$ cat src/rtl/synth_pkg.sv
`default_nettype none
// ============================================================================
// Module   : synth_pkg
// Purpose  : Shared types for the voice allocator and the ADSR keystate path.
// Revision : 1.0
// ============================================================================
package synth_pkg;

   localparam int NOTE_W      = 7;
   localparam int MAX_AGE_W   = 16;
   localparam int UPD_VOICE_W = 8;

   typedef struct packed {
      logic                 active;
      logic [NOTE_W-1:0]    note;
      logic [MAX_AGE_W-1:0] age;
   } voice_entry_t;

   typedef enum logic [1:0] {
      ST_IDLE   = 2'd0,
      ST_SCAN   = 2'd1,
      ST_DECIDE = 2'd2,
      ST_EMIT   = 2'd3
   } alloc_state_e;

   typedef struct packed {
      logic [UPD_VOICE_W-1:0] voice;
      logic                   status;
      logic [NOTE_W-1:0]      note;
   } key_update_t;

endpackage
`default_nettype wire

$ cat src/rtl/voice_table.sv
`default_nettype none
// ============================================================================
// Module   : voice_table
// Purpose  : Per-voice active/note/age register file, one scan read port,
//            one write port; age logic present only with VOICE_STEAL_EN.
// Revision : 1.0
// ============================================================================
module voice_table
   import synth_pkg::*;
#(
   parameter int NUM_VOICES = 8,
   parameter int IDX_W      = 3,
   parameter int AGE_W      = 8
) (
   input  logic              i_clk,
   input  logic              i_reset,
   input  logic [IDX_W-1:0]  i_rd_idx,
   output voice_entry_t      o_rd_entry,
   input  logic              i_wr_en,
   input  logic [IDX_W-1:0]  i_wr_idx,
   input  logic              i_wr_active,
   input  logic [NOTE_W-1:0] i_wr_note,
   input  logic              i_age_en
);

   logic              r_active [NUM_VOICES];
   logic [NOTE_W-1:0] r_note   [NUM_VOICES];

   always_ff @(posedge i_clk) begin
      if (i_reset) begin
         for (int v = 0; v < NUM_VOICES; v++) begin
            r_active[v] <= 1'b0;
            r_note[v]   <= '0;
         end
      end else if (i_wr_en) begin
         r_active[i_wr_idx] <= i_wr_active;
         r_note[i_wr_idx]   <= i_wr_note;
      end
   end

   assign o_rd_entry.active = r_active[i_rd_idx];
   assign o_rd_entry.note   = r_note[i_rd_idx];

`ifdef VOICE_STEAL_EN
   logic [AGE_W-1:0] r_age [NUM_VOICES];

   // On every allocation the chosen voice restarts at 0 and all other
   // sounding voices grow one step older, saturating at all-ones.
   always_ff @(posedge i_clk) begin
      if (i_reset) begin
         for (int v = 0; v < NUM_VOICES; v++) r_age[v] <= '0;
      end else if (i_wr_en && i_age_en) begin
         for (int v = 0; v < NUM_VOICES; v++) begin
            if (IDX_W'(v) == i_wr_idx)
               r_age[v] <= '0;
            else if (r_active[v] && (r_age[v] != '1))
               r_age[v] <= r_age[v] + AGE_W'(1);
         end
      end
   end

   assign o_rd_entry.age = MAX_AGE_W'(r_age[i_rd_idx]);
`else
   logic [AGE_W-1:0] unused_age_en;
   assign unused_age_en  = AGE_W'(i_age_en);
   assign o_rd_entry.age = '0;
`endif

endmodule
`default_nettype wire

$ cat src/rtl/voice_allocator.sv
`default_nettype none
// ============================================================================
// Module   : voice_allocator
// Purpose  : Maps MIDI note-on/off events onto voice slots and emits keystate
//            updates. Optional macro VOICE_STEAL_EN enables oldest-voice steal.
// Revision : 1.0
// ============================================================================
module voice_allocator
   import synth_pkg::*;
#(
   parameter int NUM_VOICES = 8,
   parameter int VOICE_W    = 8,
   parameter int AGE_W      = 8
) (
   input  logic               i_clk,
   input  logic               i_reset,
   input  logic               i_evt_valid,
   input  logic               i_evt_note_on,
   input  logic [NOTE_W-1:0]  i_evt_note,
   output logic               o_evt_ready,
   output logic               o_upd_valid,
   output logic               o_upd_note_status,
   output logic [VOICE_W-1:0] o_upd_voice,
   output logic [NOTE_W-1:0]  o_upd_note,
   input  logic               i_upd_ready,
`ifndef VOICE_STEAL_EN
   output logic               o_drop,
`endif
   output logic [VOICE_W:0]   o_active_count
);

   localparam int IDX_W = (NUM_VOICES > 1) ? $clog2(NUM_VOICES) : 1;

   localparam logic [1:0] S_IDLE   = 2'(ST_IDLE);
   localparam logic [1:0] S_SCAN   = 2'(ST_SCAN);
   localparam logic [1:0] S_DECIDE = 2'(ST_DECIDE);
   localparam logic [1:0] S_EMIT   = 2'(ST_EMIT);

   localparam logic [VOICE_W:0] c_count_one = 1;

   logic [1:0]         r_state;
   logic [IDX_W-1:0]   r_scan_idx;
   logic               r_note_on;
   logic [NOTE_W-1:0]  r_note;
   logic               r_match_found;
   logic               r_free_found;
   logic [IDX_W-1:0]   r_match_idx;
   logic [IDX_W-1:0]   r_free_idx;
   logic [VOICE_W-1:0] r_upd_voice;
   logic               r_upd_status;
   logic [NOTE_W-1:0]  r_upd_note;
   logic [VOICE_W:0]   r_active_count;

   voice_entry_t       w_rd_entry;
   logic               w_hit;
   logic               w_do_write;
   logic               w_wr_en;
   logic [IDX_W-1:0]   w_sel_idx;

`ifdef VOICE_STEAL_EN
   logic [IDX_W-1:0]     r_oldest_idx;
   logic [MAX_AGE_W-1:0] r_oldest_age;
`else
   logic [AGE_W-1:0]     w_unused_age;
   assign w_unused_age = AGE_W'(^w_rd_entry.age);
`endif

   // Note-off only ever acts on a matching voice; note-on falls back to a
   // free voice and, when stealing, to the oldest one.
   always_comb begin
      w_hit     = r_match_found || r_free_found;
      w_sel_idx = r_match_found ? r_match_idx : r_free_idx;
`ifdef VOICE_STEAL_EN
      if (!w_hit) w_sel_idx = r_oldest_idx;
      w_do_write = r_note_on || r_match_found;
`else
      w_do_write = r_note_on ? w_hit : r_match_found;
`endif
   end

   assign w_wr_en = (r_state == S_DECIDE) && w_do_write;

   voice_table #(
      .NUM_VOICES (NUM_VOICES),
      .IDX_W      (IDX_W),
      .AGE_W      (AGE_W)
   ) u_table (
      .i_clk       (i_clk),
      .i_reset     (i_reset),
      .i_rd_idx    (r_scan_idx),
      .o_rd_entry  (w_rd_entry),
      .i_wr_en     (w_wr_en),
      .i_wr_idx    (w_sel_idx),
      .i_wr_active (r_note_on),
      .i_wr_note   (r_note),
      .i_age_en    (r_note_on)
   );

   always_ff @(posedge i_clk) begin
      if (i_reset) begin
         r_state        <= S_IDLE;
         r_scan_idx     <= '0;
         r_note_on      <= 1'b0;
         r_note         <= '0;
         r_match_found  <= 1'b0;
         r_free_found   <= 1'b0;
         r_match_idx    <= '0;
         r_free_idx     <= '0;
         r_upd_voice    <= '0;
         r_upd_status   <= 1'b0;
         r_upd_note     <= '0;
         r_active_count <= '0;
`ifdef VOICE_STEAL_EN
         r_oldest_idx   <= '0;
         r_oldest_age   <= '0;
`endif
      end else begin
         case (r_state)
            S_IDLE: begin
               if (i_evt_valid) begin
                  r_note_on     <= i_evt_note_on;
                  r_note        <= i_evt_note;
                  r_scan_idx    <= '0;
                  r_match_found <= 1'b0;
                  r_free_found  <= 1'b0;
                  r_match_idx   <= '0;
                  r_free_idx    <= '0;
`ifdef VOICE_STEAL_EN
                  r_oldest_idx  <= '0;
                  r_oldest_age  <= '0;
`endif
                  r_state       <= S_SCAN;
               end
            end
            S_SCAN: begin
               if (w_rd_entry.active && (w_rd_entry.note == r_note) && !r_match_found) begin
                  r_match_found <= 1'b1;
                  r_match_idx   <= r_scan_idx;
               end
               if (!w_rd_entry.active && !r_free_found) begin
                  r_free_found <= 1'b1;
                  r_free_idx   <= r_scan_idx;
               end
`ifdef VOICE_STEAL_EN
               if (w_rd_entry.age > r_oldest_age) begin
                  r_oldest_age <= w_rd_entry.age;
                  r_oldest_idx <= r_scan_idx;
               end
`endif
               if (r_scan_idx == IDX_W'(NUM_VOICES - 1))
                  r_state <= S_DECIDE;
               else
                  r_scan_idx <= r_scan_idx + IDX_W'(1);
            end
            S_DECIDE: begin
               if (w_do_write) begin
                  r_upd_voice  <= VOICE_W'(w_sel_idx);
                  r_upd_status <= r_note_on;
                  r_upd_note   <= r_note;
                  r_state      <= S_EMIT;
                  if (r_note_on && !r_match_found && r_free_found)
                     r_active_count <= r_active_count + c_count_one;
                  else if (!r_note_on)
                     r_active_count <= r_active_count - c_count_one;
               end else begin
                  r_state <= S_IDLE;
               end
            end
            S_EMIT: begin
               if (i_upd_ready) r_state <= S_IDLE;
            end
            default: r_state <= S_IDLE;
         endcase
      end
   end

   assign o_evt_ready       = (r_state == S_IDLE);
   assign o_upd_valid       = (r_state == S_EMIT);
   assign o_upd_note_status = r_upd_status;
   assign o_upd_voice       = r_upd_voice;
   assign o_upd_note        = r_upd_note;
   assign o_active_count    = r_active_count;
`ifndef VOICE_STEAL_EN
   assign o_drop = (r_state == S_DECIDE) && r_note_on && !w_hit;
`endif

endmodule
`default_nettype wire

$ cat config.mk
export PLATFORM = sky130hd
export DESIGN_NAME = voice_allocator
export DESIGN_NICKNAME = d
export VERILOG_FILES = /design/src/rtl/synth_pkg.sv /design/src/rtl/voice_table.sv /design/src/rtl/voice_allocator.sv
export SDC_FILE = /design/constraint.sdc
export NUM_CORES = 1
export LEC_CHECK = 0
export CORE_MARGIN = 8
export CORE_UTILIZATION = 55
export DETAILED_ROUTE_END_ITERATION = 6
export PLACE_DENSITY = 0.76
export SYNTH_ARGS = -nofsm -noshare
export SYNTH_HDL_FRONTEND = slang
export SYNTH_SLANG_ARGS = --single-unit
$ cat constraint.sdc
create_clock -name i_clk -period 3.17 [get_ports i_clk]
set_clock_uncertainty 0.2 [all_clocks]
set_input_delay 0.634 -clock i_clk [delete_from_list [all_inputs] [get_ports i_clk]]
set_output_delay 0.634 -clock i_clk [all_outputs]
set_load 0.005 [all_outputs]
# Yosys cells after proc, flatten, opt, wreduce, memory -nomap -nowiden
# Memory sizes are Yosys's and may differ from the RTL's. A register that Yosys moved wholly into a read port is not among the register bits.
# Cells that the tools add are included.
dict set report op_classes {
  add_sub_neg 3
  n_eq_ne 12
  mux 36
  n_reduce_logical 24
}
# cell n
set op_table {}
lappend op_table {{two-way mux 3 bit} 11}
lappend op_table {{two-way mux 9 bit} 2}
lappend op_table {{one-hot mux 3 bit (2 select lines)} 3}
lappend op_table {{AND reduction 3 bit} 5}
lappend op_table {{two-way mux 1 bit} 12}
lappend op_table {{inequality test 2 bit, second input constant} 5}
lappend op_table {{adder 9 x 1 -> 9 bit, second input constant} 1}
lappend op_table {{subtractor 9 x 1 -> 9 bit, second input constant} 1}
lappend op_table {{logical AND 1 bit} 8}
lappend op_table {{two-way mux 2 bit} 4}
lappend op_table {{one-hot mux 2 bit (4 select lines)} 1}
lappend op_table {{equality test 7 bit} 1}
lappend op_table {{two-way mux 7 bit} 1}
lappend op_table {{OR reduction 7 bit} 1}
lappend op_table {{equality test 2 bit, second input constant} 2}
lappend op_table {{logical NOT 1 bit} 4}
lappend op_table {{inequality test 2 x 1 -> 1 bit, second input constant} 2}
lappend op_table {{one-hot mux 1 bit (2 select lines)} 2}
lappend op_table {{AND reduction 2 bit} 2}
lappend op_table {{adder 3 x 1 -> 3 bit, second input constant} 1}
lappend op_table {{equality test 3 bit, second input constant} 1}
lappend op_table {{equality test 2 x 1 -> 1 bit, second input constant} 1}
lappend op_table {{logical NOT 2 bit} 1}
lappend op_table {{nonzero test 2 bit} 1}
lappend op_table {{other kinds (2)} 2}
dict set report word_totals {
  regBits 41
  mem_bits_rw 64
  in_bits 12
  output_inout_bits 28
  word_cells 89
  mem_count 2
}
# memory depth word_bits rd rd_ports_with_merged_regs wr line_no
set memory_table {}
lappend memory_table {u_table.r_note 8 7 1 1 8 voice_table.sv:27} ;# logic [NOTE_W-1:0] r_note [NUM_VOICES];
lappend memory_table {u_table.r_active 8 1 1 1 8 voice_table.sv:26} ;# logic r_active [NUM_VOICES];

# Logic depth before layout (Yosys ltp)
# Gate-level depths: netlist of the first run.
dict set report logic_depth {
  ltp_word 8
  mapped_depth 9
  ltp_nobuf 9
}

# Hierarchy
# A second synthesis of the first run with hierarchy kept.
dict set report unflattened {
  hier_cells 446
  area_unflattened_um2 5237.5
}
# mod n_inst cells_each area_per_inst_um2
set modules_own_cells {}
lappend modules_own_cells {voice_table 1 210 3103.0}
lappend modules_own_cells {voice_allocator 1 236 2134.5}

# Worst setup path after synthesis of the first run
# OpenSTA, ideal clock, no wires.
dict set report synth_timing {
  path_kind {reg-to-reg}
  from {reg r_match_found}
  to {reg r_active_count[8], in the netlist o_active_count[8]}
  setup_time_ps 121
  t_arrival_ps 2612
  t_required_ps 2849
  path_slack_ps 237
  path_stages_with_launch 10
  n_path_buf 0
  period_less_slack_ps 2933
  cell_sequence {dfxtp_1 -> nand3b_1 -> fa_1 -> a21o_1 -> a21oi_1 -> o21bai_1 -> a2111oi_0 -> nor3_1 -> mux2i_1 -> mux2_2}
}
dict set report synth_between {
  elab_chain_cells 5
}
# item line_no
set synth_lines {}
lappend synth_lines {{from (decl)} voice_allocator.sv:45} ;# logic r_match_found;
lappend synth_lines {{from (signal assigned)} voice_allocator.sv:105} ;# r_match_found <= 1'b0;
lappend synth_lines {{from (signal assigned)} voice_allocator.sv:124} ;# r_match_found <= 1'b0;
lappend synth_lines {{from (signal assigned)} voice_allocator.sv:137} ;# r_match_found <= 1'b1;
lappend synth_lines {{logical NOT 1 bit} voice_allocator.sv:161} ;# if (r_note_on && !r_match_found && r_free_found)
lappend synth_lines {{logical AND 1 bit (2 in series)} voice_allocator.sv:161}
lappend synth_lines {{inequality test 2 x 1 -> 1 bit (no line)} n/a}
lappend synth_lines {{AND reduction 3 bit (no line)} n/a}
lappend synth_lines {{to (signal assigned)} voice_allocator.sv:162} ;# r_active_count <= r_active_count + c_count_one;
lappend synth_lines {{to (signal assigned)} voice_allocator.sv:164} ;# r_active_count <= r_active_count - c_count_one;
lappend synth_lines {{to (decl)} voice_allocator.sv:52} ;# logic [VOICE_W:0] r_active_count;
# Parallel ways exist; a longest one is shown, timed or not.
# A chain may end at the register's enable or synchronous reset.

# Worst setup path after layout of the first run
dict set report layout_timing {
  from {reg r_free_found}
  to {reg r_active_count[8], in the netlist o_active_count[8]}
}
dict set report layout_between {
  elab_chain_cells 3
}
# item line_no
set layout_lines {}
lappend layout_lines {{from (decl)} voice_allocator.sv:46} ;# logic r_free_found;
lappend layout_lines {{from (signal assigned)} voice_allocator.sv:106} ;# r_free_found <= 1'b0;
lappend layout_lines {{from (signal assigned)} voice_allocator.sv:125} ;# r_free_found <= 1'b0;
lappend layout_lines {{from (signal assigned)} voice_allocator.sv:141} ;# r_free_found <= 1'b1;
lappend layout_lines {{logical AND 1 bit / logical OR 1 bit (equally long branches)} {voice_allocator.sv:161, voice_allocator.sv:71}}
lappend layout_lines {{inequality test 2 x 1 -> 1 bit (no line) / two-way mux 1 bit (equally long branches)} n/a}
lappend layout_lines {{AND reduction 3 bit (no line)} n/a}
# Parallel ways exist; a longest one is shown, timed or not.

==> results of run 1 <==
## logic make-up after synthesis
logic type / Yosys count / share of synthesized area [%]
buffers and inverters: 35 / 3.360
muxes: 38 / 9.539
other: 1 / 0.07349
and+or+nand+nor: 191 / 19.45
AOI/OAI and AO/OA: 64 / 8.166
adders and majority gates: 10 / 2.599
xor gates and xnor gates: 11 / 1.888
DFF: 108 / 54.93
## worst min-delay path, stage by stage, from the launching register on
cell and delay [ns]:
dfxtp_1 0.32, nand2_1 0.05, a21oi_1 0.05
## worst paths after layout
check	depth (start not counted)	startpoint	endpoint
setup / recovery	9	r_free_found	o_active_count[8]
hold / removal	2	r_free_idx[0]	r_free_idx[0]
hold reg to reg	2	r_free_idx[0]	r_free_idx[0]
setup reg to reg	9	r_free_found	o_active_count[8]
## where the power goes
group	leakage [uW]	total, uW	internal [uW]	switching (uW)
sequential	0.00102	1550	1520	31.0
combinational	0.000960	159	66.3	92.5
clock	0.0000950	780	297	483
## cell usage after synthesis (5+ instances only)
cell / instances / area (um^2)
xnor2_1: 9 / 78.83
nor3_1: 7 / 35.03
ha_1: 9 / 112.6
inv_1: 5 / 18.77
mux2i_1: 28 / 280.3
buf_4: 8 / 60.06
and2_1: 67 / 419.2
a22oi_1: 7 / 52.55
mux4_2: 7 / 157.7
nand2_1: 45 / 168.9
a21oi_1: 32 / 160.2
edfxtp_1: 64 / 1922
clkbuf_1: 17 / 63.81
or2_2: 10 / 62.56
dfxtp_1: 44 / 880.8
nor2_1: 38 / 142.6
## state kept, by name, summed over array words and instances, names as in the netlist, named ones only
| register | flops |
|---|---|
| r_match_found | 1 |
| u_table.r_note | 56 |
| r_note_on | 1 |
| r_free_idx | 3 |
| u_table.r_active | 8 |
| o_upd_voice | 3 |
| r_state | 2 |
| r_match_idx | 3 |
| r_note | 7 |
| r_scan_idx | 3 |
| o_upd_note_status | 1 |
| o_upd_note | 7 |
| o_active_count | 9 |
| r_free_found | 1 |
## cells in the final DEF, fill, tap and decap left out, types with 2 or more instances in the layout
cell / n
inv_4: 3
ha_1: 9
nand3_1: 3
a22o_1: 2
mux2_2: 2
nor2b_1: 4
nand4b_1: 2
nand3b_1: 2
conb_1: 5
and2_1: 67
clkinv_4: 2
nor2_1: 38
inv_1: 5
a221oi_1: 2
a21o_1: 3
o21bai_1: 2
nor3_1: 7
buf_4: 17
mux4_2: 7
clkdlybuf4s50_1: 33
dfxtp_1: 44
nand2b_1: 4
mux2i_1: 28
or2_2: 10
a21oi_1: 32
nand2_1: 45
xor2_1: 2
clkbuf_8: 9
o31ai_2: 2
a211oi_1: 3
edfxtp_1: 64
a22oi_1: 7
xnor2_1: 9
o21ai_0: 4
## through the flow
step	hold slack, ns	std cells	worst slack (ns)
global route	0.2912	610	0.01136
global placement	0.2408	594	0.3254
floorplan	0.2311	462	0.2374
detailed placement	0.2497	594	0.2366
CTS	0.2648	610	0.2266
finish	0.2600	610	0.2288
## cell type report
type                       count  area, um^2  share of cell area [%]
inverter                       5       18.77                  0.3269
multi-input combinational    319        2143                   37.34
clock inverter                 6       45.04                  0.7847
timing repair buffer          51       462.9                   8.065
sequential                   108        2803                   48.82
clock buffer                  10       128.9                   2.245
tap                          111       138.9                   2.419
## layer usage
layer  vias up  wire length (um)  GRT usage [%]
li1       1671                 -              -
met3        10               413          2.791
met2        67              5279          28.74
met4         0               115          6.565
met1      1631              4709          21.78
met5         -                 0              0
==> qor.json, run 1 <==
{
  "yosys": {
    "ys.warnings.count": 0,
    "synth.cell_area_um2": 5102,
    "synthesis.area_per_instance_um2": 11.14,
    "ys_ff_latch": 108,
    "synth_edf_count": 64,
    "postSynth.topFlopCell": "edfxtp_1",
    "async_flop_share_pct": 0,
    "synth.distinct_cells": 52,
    "synth-seq-area-share_pct": 54.93,
    "syn_inst": 458
  },
  "floorplanning": {
    "floorplan.io_pins": 40,
    "placement_rows": 35,
    "core_um2": 9109,
    "die_area_um2": 12610,
    "start_util_pct": 56.02,
    "die-width_um": 112.3,
    "die_h_um": 112.3
  },
  "setup_path": {
    "critical_path_arrival_ns": 3.00,
    "ff2ff_setup_slack_ns": 0.23,
    "crit_chain": "nand3b_1 > fa_1 > a21o_1 > a21oi_1 > o21bai_1 > a2111oi_0 > nor3_1 > mux2i_1 > mux2_2",
    "cp_slowest_stage_delay_ns": 0.46,
    "critical_path.top_delay_family": "compound AO/OA/AOI/OAI gates",
    "worstSetupStartpointType": "register",
    "worstPathRequired_ns": 3.23,
    "setup.worst_path.class": "register to register",
    "critical_path_buf_inv_count": 0,
    "worstSetupEndpointType": "register",
    "critPathMaxFanout": 5,
    "critPathSlowestCell": "fa_1"
  },
  "sta": {
    "slew_headroom_pct": 65.53,
    "worst-slew-pin-transition_ns": 0.5163,
    "fin_crit_sh_pct": 92.78,
    "timing.setup.tns_ns": 0,
    "rsz0062_at_grt": "false",
    "max_freq_ghz": 0.3400,
    "timing.final.hold_violations": 0,
    "finalWorstPathRequiredPeriod_ns": 2.941,
    "timing_max_transition_violations_final": 0,
    "setup_violations": 0
  },
  "finish": {
    "insertedDiodeCount": 0,
    "drive_above_1_share_pct": 11.62,
    "layout-area-overhead-vs-synth_pct": 12.51,
    "utilization_pct": 63.02,
    "layout.nets": 516,
    "layout.cell_area.non_filler_um2": 5741,
    "fill_count": 738
  },
  "cts": {
    "clock_sinks": 108,
    "post_cts_buffers": 0,
    "tritoncts": "done",
    "clk_latency_ns": 0.37,
    "clk_root_buffer_cell": "clkbuf_8",
    "htree_levels": 3,
    "worst_setup_hold_path_clk_slew_ns": 0.10,
    "cts-hold-fix-buffers": 0,
    "max-clock-path-buffers": 2,
    "cts_buffers": 9,
    "post_cts.resized_instances": 0
  },
  "run": {
    "drv_cap": 0
  },
  "routing": {
    "firstDrtPassIters": 5,
    "route.antenna.remaining_nets": 0,
    "dr.first_iter.drc_count": 149,
    "post_drt_wl_per_cell_um": 17.24,
    "viasPerCell": 5.539,
    "drc_errors": 0,
    "vias": 3379,
    "routed_wl_mm": 10.52
  },
  "power": {
    "p_leak_uw": 0.002072,
    "power_per_cell_area_nw_per_um2": 433.3,
    "overall_power_consumption_uw": 2488,
    "worst_ir_drop_vdd_v": 0.0002394
  },
  "global_route": {
    "pin_count_of_the_biggest_net_entering_global_routing": 51,
    "global_route_wire_length_before_repair_mm": 17.03,
    "grt_antenna_before_repair": 0,
    "first_global_vias": 3384,
    "global_route.overflow_total": 0,
    "grt.total_usage_pct": 17.15
  },
  "hold_path": {
    "worstHoldPathType": "register to register"
  },
  "placed_design": {
    "dpl-instance-area_um2": 5567,
    "globalplace.congestion": 0.8474,
    "hpwl_mm": 7.540,
    "port_buffers": 34
  },
  "status": {
    "result_of_the_run": "finished, final reports clean"
  }
}
(Power assumes the default switching activity.)
==> run 2: changes to the inputs <==
Settings changed: CTS_CLUSTER_DIAMETER set to 120.
==> results of run 2 <==
Same layout as run 1: the final DEF is identical, and so are final timing and power.
==> run 3: changes to the inputs <==
Settings changed: ABC_AREA set to 1.
==> run 3 against run 2 <==
Net effect: critical path depth shrank 6; clock-buffer cell count grew 4; synthesized cell count grew 40%; via count grew 27%; critical endpoint is now o_drop.
==> qor.json, run 3 <==
{
  "setup_path": {
    "crit-reg2reg-launch": "r_match_found",
    "setup.worst_path.class": "register to output pin",
    "critical_path_arrival_ns": 1.90,
    "crit_chain": "inv_1 > nor4_1 > clkdlybuf4s50_1",
    "ff2ff_setup_slack_ns": 0.54,
    "timing.critical_path.depth": 3,
    "worstSetupStartpointType": "register",
    "cp_slowest_stage_delay_ns": 0.59,
    "critical_path.top_delay_family": "buffers and inverters",
    "critPathMaxFanout": 12,
    "worstPathRequired_ns": 2.34,
    "critical_path_buf_inv_count": 2,
    "worstSetupEndpointType": "output pin",
    "critPathSlowestCell": "clkdlybuf4s50_1",
    "r2r_end": "o_active_count[7]",
    "rr_worst_depth": 11
  },
  "sta": {
    "max_freq_ghz": 0.3653,
    "worst-slew-pin-transition_ns": 0.6526,
    "setup_violations": 0,
    "setup_ws_ns": 0.4326,
    "timing_max_transition_violations_final": 0,
    "timing.final.hold_violations": 0,
    "timing.setup.tns_ns": 0,
    "slew_headroom_pct": 56.44,
    "rsz0062_at_grt": "false",
    "fin_crit_sh_pct": 86.35,
    "finalWorstPathRequiredPeriod_ns": 2.737
  },
  "finish": {
    "drive_above_1_share_pct": 5.052,
    "layout.nets": 690,
    "layout-area-overhead-vs-synth_pct": 11.79,
    "fill_count": 781,
    "largest_register_ffs": 56,
    "layout.cells.most_common": "nand2_1",
    "insertedDiodeCount": 0,
    "most_frequent_cells_in_the_layout": "nand2_1 (131), nor2_1 (106), inv_1 (94)",
    "largest_register": "u_table.r_note"
  },
  "placed_design": {
    "preCtsSetupSlack_ns": 0.5120,
    "globalplace.congestion": 0.9183,
    "port_buffers": 34,
    "hpwl_mm": 8.467
  },
  "routing": {
    "route.antenna.remaining_nets": 0,
    "wirelength_met1_mm": 4.991,
    "dr.first_iter.drc_count": 241,
    "met2_length_mm": 5.819,
    "viasPerCell": 5.349,
    "drc_errors": 0,
    "routed_wl_mm": 11.97,
    "firstDrtPassIters": 7,
    "maxUsedRoutingLayer": "met4",
    "vias": 4290,
    "dr_wl_met3_um": 851,
    "post_drt_wl_per_cell_um": 14.92
  },
  "power": {
    "power_per_cell_area_nw_per_um2": 498.9,
    "worst_ir_drop_vdd_v": 0.0002536,
    "p_leak_uw": 0.002526
  },
  "yosys": {
    "top_area_cell_type_share_of_the_netlist_area_pct": 36.72,
    "synth.distinct_cells": 34,
    "synth-seq-area-share_pct": 53.55,
    "synthesis.area_per_instance_um2": 8.152,
    "ys.warnings.count": 0,
    "yosys.cell_count.top_type": "nand2_1",
    "yosys-top-cells-count": "nand2_1 (131), nor2_1 (106), inv_1 (94), edfxtp_1 (64), nand3_1 (51)",
    "xor_xnor_share_of_the_synthesized_area_pct": 0.8367,
    "post_synth_mux_area_share_pct": 0,
    "synth_edf_count": 64,
    "ys_ff_latch": 108,
    "synth.cell_area_um2": 5234,
    "compound_cell_area_share_of_the_yosys_netlist_pct": 9.539,
    "yosys.area_share.adder_pct": 2.534,
    "synth.top_cells.by_area": "edfxtp_1 (37%), dfxtp_1 (17%), nand2_1 (9.4%), nor2_1 (7.6%), inv_1 (6.7%)",
    "async_flop_share_pct": 0,
    "syn_inst": 642,
    "synth_area_leader_cell": "edfxtp_1",
    "synth_top_family_by_area": "simple AND/OR/NAND/NOR gates",
    "postSynth.topFlopCell": "edfxtp_1",
    "post_synth_simple_gate_area_pct": 22.95
  },
  "cts": {
    "post_cts_buffers": 0,
    "clock_sinks": 108,
    "max-clock-path-buffers": 2,
    "cts-hold-fix-buffers": 0,
    "htree_levels": 3,
    "post_cts.resized_instances": 0,
    "worst_setup_hold_path_clk_slew_ns": 0.11,
    "clk_root_buffer_cell": "clkbuf_8",
    "cts_buffers": 9,
    "clk_latency_ns": 0.37,
    "tritoncts": "done"
  },
  "status": {
    "result_of_the_run": "finished, final reports clean"
  },
  "global_route": {
    "global_route.overflow_total": 0,
    "global_route_wire_length_before_repair_mm": 19.71,
    "first_global_vias": 4202,
    "grt_antenna_before_repair": 0,
    "pin_count_of_the_biggest_net_entering_global_routing": 36,
    "grt.total_usage_pct": 19.20
  },
  "run": {
    "drv_cap": 0
  },
  "floorplanning": {
    "start_util_pct": 56.64,
    "placement_rows": 35,
    "die-width_um": 113.6,
    "floorplan.io_pins": 40,
    "die_area_um2": 12890,
    "die_h_um": 113.6,
    "core_um2": 9240
  },
  "hold_path": {
    "timing.hold.worst.start": "o_active_count[8]",
    "worstHoldPathType": "register to register",
    "timing.hold.worst_endpoint": "o_active_count[8]",
    "worst_hold_path.num_cells": 2
  }
}
## run 3: changes by cell type after synthesis, moves of 6 or more
cell,previous run,this run
inv_1,5,94
nand2_1,45,131
nor2_1,38,106
and2_1,67,0
nand3_1,3,51
o21ai_0,4,37
mux2i_1,28,0
or2_2,10,2
xnor2_1,9,1
a22oi_1,7,0
mux4_2,7,0
nor3_1,7,0
buf_2,2,8
## run 3: layer usage
metal / vias up / GRT usage (%)
met5: - / 0
met4: 0 / 8.703
met3: 26 / 4.120
met2: 153 / 33.06
met1: 2017 / 22.45
li1: 2094 / -
## run 3: worst register-to-register path, delay by kind of cell, from the launching register on
kind | cells | cell delay, ns
and+or+nand+nor | 5 | 0.92
adders and majority gates | 1 | 0.49
DFF | 1 | 0.42
AOI/OAI and AO/OA | 3 | 0.37
buffers and inverters | 2 | 0.21
## run 3: how the worst max path moves through the flow
stage,startpoint,end,slack (ns)
after floorplan,r_match_found,o_active_count[7],0.86
after global placement,i_reset,u_table.r_note[5][1],0.56
after detailed placement,i_reset,u_table.r_note[1][2],0.51
after CTS,r_note_on,o_drop,0.41
after global routing,r_note_on,o_drop,0.33
final,r_note_on,o_drop,0.43
## run 3: where the power goes
part	total (uW)	switching [uW]	leakage, uW	internal [uW]
clock network	857	451	0.000108	406
registers	1580	33.6	0.00102	1540
logic	484	341	0.00140	143
total	2920	826	0.00253	2090
## run 3: layout make-up
cell class / count / area, um^2 / share of cell area, %
clock inverter: 2 / 12.51 / 0.2139
clock buffer: 14 / 195.2 / 3.336
multi-input combinational: 408 / 1896 / 32.40
sequential: 108 / 2803 / 47.90
tap: 129 / 161.4 / 2.759
timing repair buffer: 45 / 422.9 / 7.228
inverter: 96 / 360.3 / 6.159
## run 3: per-stage QoR
stage          hold slack, ns  total power (uW)  utilization [%]  std cells  area [um^2]
6_report               0.2736              2919            63.32        802         5851
5_1_grt                0.3155              3039            63.32        802         5851
4_1_cts                0.2778              2913            63.32        802         5851
3_5_place_dp           0.2599              2084            61.07        786         5643
3_3_place_gp           0.2504              2072            61.07        786         5643
2_1_floorplan          0.2554              1954                -        646         5249
## run 3: cell families (layout without fill, tap and decap cells)
kind of cell,after synthesis,count (layout)
AOI/OAI and AO/OA,91,91
buffers and inverters,130,157
adders and majority gates,10,10
DFF,108,108
and+or+nand+nor,297,297
other,1,5
xor gates and xnor gates,5,5
